===== config.mk =====
export PLATFORM = sky130hd
export DESIGN_NAME = jbi_ok_grant_sched
export DESIGN_NICKNAME = d
export VERILOG_FILES = /design/src/rtl/jbi_ok_pkg.sv /design/src/rtl/jbi_ok_rr_pick.sv /design/src/rtl/jbi_ok_grant_sched.sv
export SDC_FILE = /design/constraint.sdc
export NUM_CORES = 1
export LEC_CHECK = 0
export ABC_CLOCK_PERIOD_IN_PS = 6000
export CAP_MARGIN = 25
export CORE_MARGIN = 8
export CORE_UTILIZATION = 57
export CTS_BUF_LIST = sky130_fd_sc_hd__clkbuf_8
export DETAILED_ROUTE_END_ITERATION = 8
export GPL_ROUTABILITY_DRIVEN = 0
export GPL_TIMING_DRIVEN = 0
export PLACE_DENSITY = 0.87
export SETUP_SLACK_MARGIN = 0.4
export SLEW_MARGIN = 25
export SYNTH_ARGS = -nofsm -noshare
export SYNTH_HDL_FRONTEND = slang
export SYNTH_SLANG_ARGS = --single-unit

===== constraint.sdc =====
create_clock -name clk -period 6 [get_ports clk]
set_input_delay 1.5 -clock clk [delete_from_list [all_inputs] [get_ports clk]]
set_output_delay 1.5 -clock clk [all_outputs]
set_load 0.1 [all_outputs]

===== src/rtl/jbi_ok_pkg.sv =====
// Shared types and helpers for the JBI AOK/DOK grant scheduler.
package jbi_ok_pkg;

  typedef enum logic [1:0] {
    ST_IDLE  = 2'd0,
    ST_GRANT = 2'd1,
    ST_GAP   = 2'd2
  } state_e;

  localparam int GAP_CNT_W = 4;

  // Next round-robin pointer with an explicit wrap at n (n need not be a power of two).
  function automatic int rr_next(input int ptr, input int n);
    return (ptr + 1 >= n) ? 0 : ptr + 1;
  endfunction

endpackage


===== src/rtl/jbi_ok_rr_pick.sv =====
// Combinational round-robin first-one finder: first set pend bit at or above rr_ptr, wrapping.
module jbi_ok_rr_pick #(
  parameter int N_REQ = 4,
  parameter int ID_W  = $clog2(N_REQ)
) (
  input  logic [N_REQ-1:0] pend,
  input  logic [ID_W-1:0]  rr_ptr,
  output logic [ID_W-1:0]  pick_id,
  output logic             pick_vld
);

  int               idx;
  logic [N_REQ-1:0] sh;

  always_comb begin
    pick_vld = 1'b0;
    pick_id  = '0;
    idx      = 0;
    sh       = '0;
    for (int k = 0; k < N_REQ; k++) begin
      idx = int'(rr_ptr) + k;
      if (idx >= N_REQ) idx = idx - N_REQ;
      sh = pend >> idx;
      if (!pick_vld && sh[0]) begin
        pick_vld = 1'b1;
        pick_id  = ID_W'(idx);
      end
    end
  end

endmodule


===== src/rtl/jbi_ok_grant_sched.sv =====
// Round-robin grant scheduler over a bank of set/clear pending flags, with a
// programmable idle gap after every accepted grant.
module jbi_ok_grant_sched
  import jbi_ok_pkg::*;
#(
  parameter int N_REQ = 4,
  parameter int ID_W  = $clog2(N_REQ),
  parameter int GAP   = 2
) (
  input  logic             clk,
  input  logic             rst_l,
  input  logic [N_REQ-1:0] req_set,
  input  logic [N_REQ-1:0] req_clr,
  input  logic             arb_en,
  input  logic             gnt_rdy,
  output logic             gnt_vld,
  output logic [ID_W-1:0]  gnt_id,
  output logic [N_REQ-1:0] pend,
  output logic             busy,
  output logic [1:0]       fsm_state
);

  // Handshake: a grant transfers on any cycle with gnt_vld & gnt_rdy. While
  // gnt_vld is high gnt_id is stable; the grant is only dropped without a
  // transfer when its own pending flag is cancelled (withdraw).

  localparam logic [GAP_CNT_W-1:0] GAP_LOAD = (GAP > 0) ? GAP_CNT_W'(GAP - 1) : '0;

  state_e                 state_q, state_d;
  logic [ID_W-1:0]        gnt_id_q, gnt_id_d;
  logic [ID_W-1:0]        rr_ptr_q, rr_ptr_d;
  logic [GAP_CNT_W-1:0]   gap_q, gap_d;
  logic [N_REQ-1:0]       pend_q, pend_d;
  logic                   gnt_vld_q;
  logic                   busy_q;

  logic                   accept;
  logic [N_REQ-1:0]       acc_mask;
  logic [N_REQ-1:0]       clr_sh, set_sh;
  logic                   withdraw;
  logic [ID_W-1:0]        pick_id;
  logic                   pick_vld;

  assign accept   = gnt_vld_q & gnt_rdy;
  assign acc_mask = accept ? ({{(N_REQ-1){1'b0}}, 1'b1} << gnt_id_q) : '0;
  assign clr_sh   = req_clr >> gnt_id_q;
  assign set_sh   = req_set >> gnt_id_q;
  assign withdraw = clr_sh[0] & ~set_sh[0];

  // Set dominates; a same-cycle set re-arms a flag that is being accepted.
  assign pend_d = req_set | (pend_q & ~req_clr & ~acc_mask);

  jbi_ok_rr_pick #(
    .N_REQ (N_REQ),
    .ID_W  (ID_W)
  ) u_rr_pick (
    .pend     (pend_q),
    .rr_ptr   (rr_ptr_q),
    .pick_id  (pick_id),
    .pick_vld (pick_vld)
  );

  always_comb begin
    state_d  = state_q;
    gnt_id_d = gnt_id_q;
    rr_ptr_d = rr_ptr_q;
    gap_d    = gap_q;
    case (state_q)
      ST_IDLE: begin
        if (arb_en && pick_vld) begin
          state_d  = ST_GRANT;
          gnt_id_d = pick_id;
        end
      end
      ST_GRANT: begin
        if (accept) begin
          rr_ptr_d = ID_W'(rr_next(int'(gnt_id_q), N_REQ));
          if (GAP > 0) begin
            state_d = ST_GAP;
            gap_d   = GAP_LOAD;
          end else begin
            state_d = ST_IDLE;
          end
        end else if (withdraw) begin
          state_d = ST_IDLE;
        end
      end
      ST_GAP: begin
        if (gap_q == '0) state_d = ST_IDLE;
        else             gap_d   = gap_q - 1'b1;
      end
      default: state_d = ST_IDLE;
    endcase
  end

  always_ff @(posedge clk or negedge rst_l) begin
    if (!rst_l) begin
      state_q   <= ST_IDLE;
      gnt_id_q  <= '0;
      rr_ptr_q  <= '0;
      gap_q     <= '0;
      pend_q    <= '0;
      gnt_vld_q <= 1'b0;
      busy_q    <= 1'b0;
    end else begin
      state_q   <= state_d;
      gnt_id_q  <= gnt_id_d;
      rr_ptr_q  <= rr_ptr_d;
      gap_q     <= gap_d;
      pend_q    <= pend_d;
      gnt_vld_q <= (state_d == ST_GRANT);
      busy_q    <= (state_d != ST_IDLE);
    end
  end

  assign gnt_vld   = gnt_vld_q;
  assign gnt_id    = gnt_id_q;
  assign pend      = pend_q;
  assign busy      = busy_q;
  assign fsm_state = state_q;

endmodule

==> impl_metrics.json <==
{
  "status": "complete, no violations",
  "startpoint_type": "register",
  "cts_hold_buf": 0,
  "setup_tns_ns": 0,
  "clk_pin_slew_ns": 0.06,
  "slew_headroom": 0.341,
  "cts_buffers": 3,
  "initial_core_util": 0.584,
  "die_area_mm2": 0.00362,
  "netlist_instances": 119,
  "fp.dieH_um": 60.1,
  "utilization": 0.741,
  "synth_nets": 142,
  "io_pins": 22,
  "rows": 16,
  "crit_fanout": 9,
  "drive_gt1_frac": 0.0903,
  "cts_tree": "built",
  "worst-path-buf-inv": 1,
  "crit_cells": 1,
  "max_freq_mhz": 291,
  "power_switching_mw": 0.431,
  "final-instance-count-excl-fill": 171,
  "slowest_stage": "clkdlybuf4s50_1",
  "setup_ws_ns": 2.56,
  "combinationalPowerShare": 0.620,
  "dp_hpwl_um": 2090,
  "postCtsSetupBuffers": 0,
  "vdd_drop_max_mv": 0.369,
  "max_cap_viol_count": 0,
  "yosys.area.top_type_share": 0.361,
  "yosys.area_share.simple": 0.160,
  "critical_path_required_ns": 4.50,
  "critPathKind": "reg -> out",
  "clkPwrFrac": 0.118,
  "crit_family": "buffers and inverters",
  "grt_antenna_before_repair": 0,
  "rr_startpoint": "rr_ptr_q[0]$_DFFE_PN0P_",
  "p_seq_frac": 0.262,
  "finalClockSkew_ns": 0.000638,
  "postSynthAreaPerCell_um2": 9.33,
  "startpoint": "gnt_id[0]$_DFFE_PN0P_",
  "yosysUniqueCellTypes": 31,
  "p_per_area_mw_per_mm2": 568,
  "rsz0062_at_grt": "no",
  "power.internal_mw": 0.370,
  "num_antenna_cells": 0,
  "min_path_type": "reg -> reg",
  "portBuffers": 21,
  "synth_mux_area_frac": 0.0936,
  "synthAdderAreaFrac": 0.124,
  "ys_seq_area_frac": 0.361,
  "final_max_slew_viol_count": 0,
  "synth_top_family_by_area": "compound AO/OA/AOI/OAI gates",
  "cp_cell_sequence": "clkdlybuf4s50_1",
  "drt-initial-drc-count": 19,
  "layout.cells.most_common": "clkdlybuf4s50_1",
  "overflow": 0,
  "clk_path_buf_depth": 2,
  "dieWidth_um": 60.1,
  "rrSetupSlack_ns": 3.51,
  "drt-total-wl_um": 2720,
  "endpoint": "gnt_id[0]",
  "fin_crit_ns": 3.44,
  "synth.area.top_cells": "dfrtp_1 36%, ha_1 12%, mux2i_1 6.3%, nand2_1 5.4%, inv_1 4.1%",
  "clock-sinks": 16,
  "dr_total_vias": 989,
  "nets": 168,
  "grt_pass1_vias": 1006,
  "post-place-ws_ns": 2.82,
  "yosys.area.top_type": "dfrtp_1",
  "sw_frac_of_total": 0.538,
  "drtAntennaViolNets": 0,
  "cts_root_buf": "clkbuf_8",
  "finalSetupViolCount": 0,
  "clk_latency_ns": 0.24,
  "grt_pass1_wl_um": 4510,
  "period_share": 0.573,
  "ys_warn_count": 0,
  "p_leak_nw": 0.629,
  "ff2ff_path_depth": 8,
  "r2r_end": "gnt_id[1]$_DFFE_PN0P_",
  "grt_max_degree": 17,
  "drtPass1Iterations": 4,
  "hold_viol": 0,
  "synthesis.area_mm2": 0.00111,
  "htreeDepth": 1,
  "ys_ff_latch": 16,
  "detail_route.vias_per_cell": 5.78,
  "critical_path.max_stage_delay_ns": 1.19,
  "synth_xor_area_frac": 0.0158,
  "routedWlPerCell_um": 15.9,
  "worstSetupEndpointType": "output port",
  "area_growth_pct": 26.9,
  "synth_compound_area_frac": 0.198,
  "route.detailed.drc": 0,
  "placedCellCount": 167,
  "worst_slew_pin_slew_ns": 0.986,
  "grtUsageTotal": 0.162,
  "cts_resized": 0,
  "most-common-layout-cells": "21 x clkdlybuf4s50_1, 16 x nand2_1, 16 x dfrtp_1",
  "core_area_mm2": 0.00190,
  "worstPathArrival_ns": 1.94
}
-- cell type report --
cell class	count	area, µm²
Multi-Input combinational cell	90	657
Fill cell	148	493
Sequential cell	16	400
Timing Repair Buffer	21	210
Clock buffer	4	55.1
Inverter	12	45.0
Tap cell	27	33.8
Buffer	1	7.51
-- worst min path at each step --
| stage | cells past startpoint | to | slack [ns] | startpoint |
|---|---|---|---|---|
| 2_1_floorplan | 1 | gap_q[0]$_DFFE_PN0P_ | 0.46 | gap_q[0]$_DFFE_PN0P_ |
| 3_3_place_gp | 1 | gap_q[0]$_DFFE_PN0P_ | 0.48 | gap_q[0]$_DFFE_PN0P_ |
| 3_5_place_dp | 1 | gap_q[0]$_DFFE_PN0P_ | 0.50 | gap_q[0]$_DFFE_PN0P_ |
| 4_1_cts | 1 | gap_q[0]$_DFFE_PN0P_ | 0.52 | gap_q[0]$_DFFE_PN0P_ |
| 5_1_grt | 1 | gap_q[0]$_DFFE_PN0P_ | 0.54 | gap_q[0]$_DFFE_PN0P_ |
| 6_report | 1 | gap_q[0]$_DFFE_PN0P_ | 0.50 | gap_q[0]$_DFFE_PN0P_ |
-- power by group through the flow --
stage | logic, mW | registers (mW) | clock network, mW
finish | 0.496 | 0.210 | 0.0945
global route | 0.531 | 0.219 | 0.101
CTS | 0.496 | 0.209 | 0.0964
detailed placement | 0.491 | 0.210 | 0
global placement | 0.477 | 0.208 | 0
floorplan | 0.220 | 0.360 | 0
-- cell usage after synthesis --
| cell type | number |
|---|---|
| dfrtp_1 | 16 |
| nand2_1 | 16 |
| inv_1 | 12 |
| ha_1 | 11 |
| mux2i_1 | 7 |
| nor2_1 | 7 |
| a21oi_1 | 6 |
| o21ai_0 | 6 |
| a31o_2 | 5 |
| a211oi_1 | 4 |
| nor3_1 | 4 |
| nor2b_1 | 2 |
| nor3b_1 | 2 |
| o311a_1 | 2 |
| o32a_1 | 2 |
| or3_1 | 2 |
| a22oi_1 | 1 |
| a31oi_1 | 1 |
| and2_1 | 1 |
| buf_4 | 1 |
| mux2_2 | 1 |
| mux4_2 | 1 |
| nor3_2 | 1 |
| nor4_1 | 1 |
| o2111ai_1 | 1 |
| o211ai_1 | 1 |
| o21bai_1 | 1 |
| o311ai_1 | 1 |
| or3b_1 | 1 |
| xnor2_1 | 1 |
| xor2_1 | 1 |
-- layer usage --
| metal | share of wire | wire length (µm) | vias up | global-route usage |
|---|---|---|---|---|
| met5 | 0 | 0 | - | 0 |
| met4 | 0.0081 | 22 | 0 | 0.0646 |
| met3 | 0.025 | 67 | 4 | 0.0215 |
| met2 | 0.52 | 1420 | 19 | 0.282 |
| met1 | 0.44 | 1210 | 482 | 0.193 |
| li1 | - | - | 484 | - |
-- sequential cells by signal, indices dropped and copies added (netlist names) --
name,cells
pend,4
busy,1
gnt_vld,1
rr_ptr_q,2
gap_q,4
fsm_state,2
gnt_id,2
-- cell families after synthesis --
group | count (synthesis)
AO/OA/AOI/OAI | 31
XOR/XNOR | 2
adder cells (fa/ha/maj) | 11
buffers and inverters | 13
flip-flops | 16
multiplexers | 9
AND/OR/NAND/NOR | 37
-- per-stage QoR --
| stage | power, mW | hold WS (ns) | cell area [µm²] |
|---|---|---|---|
| 2_1_floorplan | 0.580 | 0.461 | 1110 |
| 3_3_place_gp | 0.686 | 0.480 | 1350 |
| 3_5_place_dp | 0.702 | 0.503 | 1350 |
| 4_1_cts | 0.802 | 0.515 | 1410 |
| 5_1_grt | 0.851 | 0.536 | 1410 |
| 6_report | 0.801 | 0.505 | 1410 |
Power figures use the tool's default switching activity.
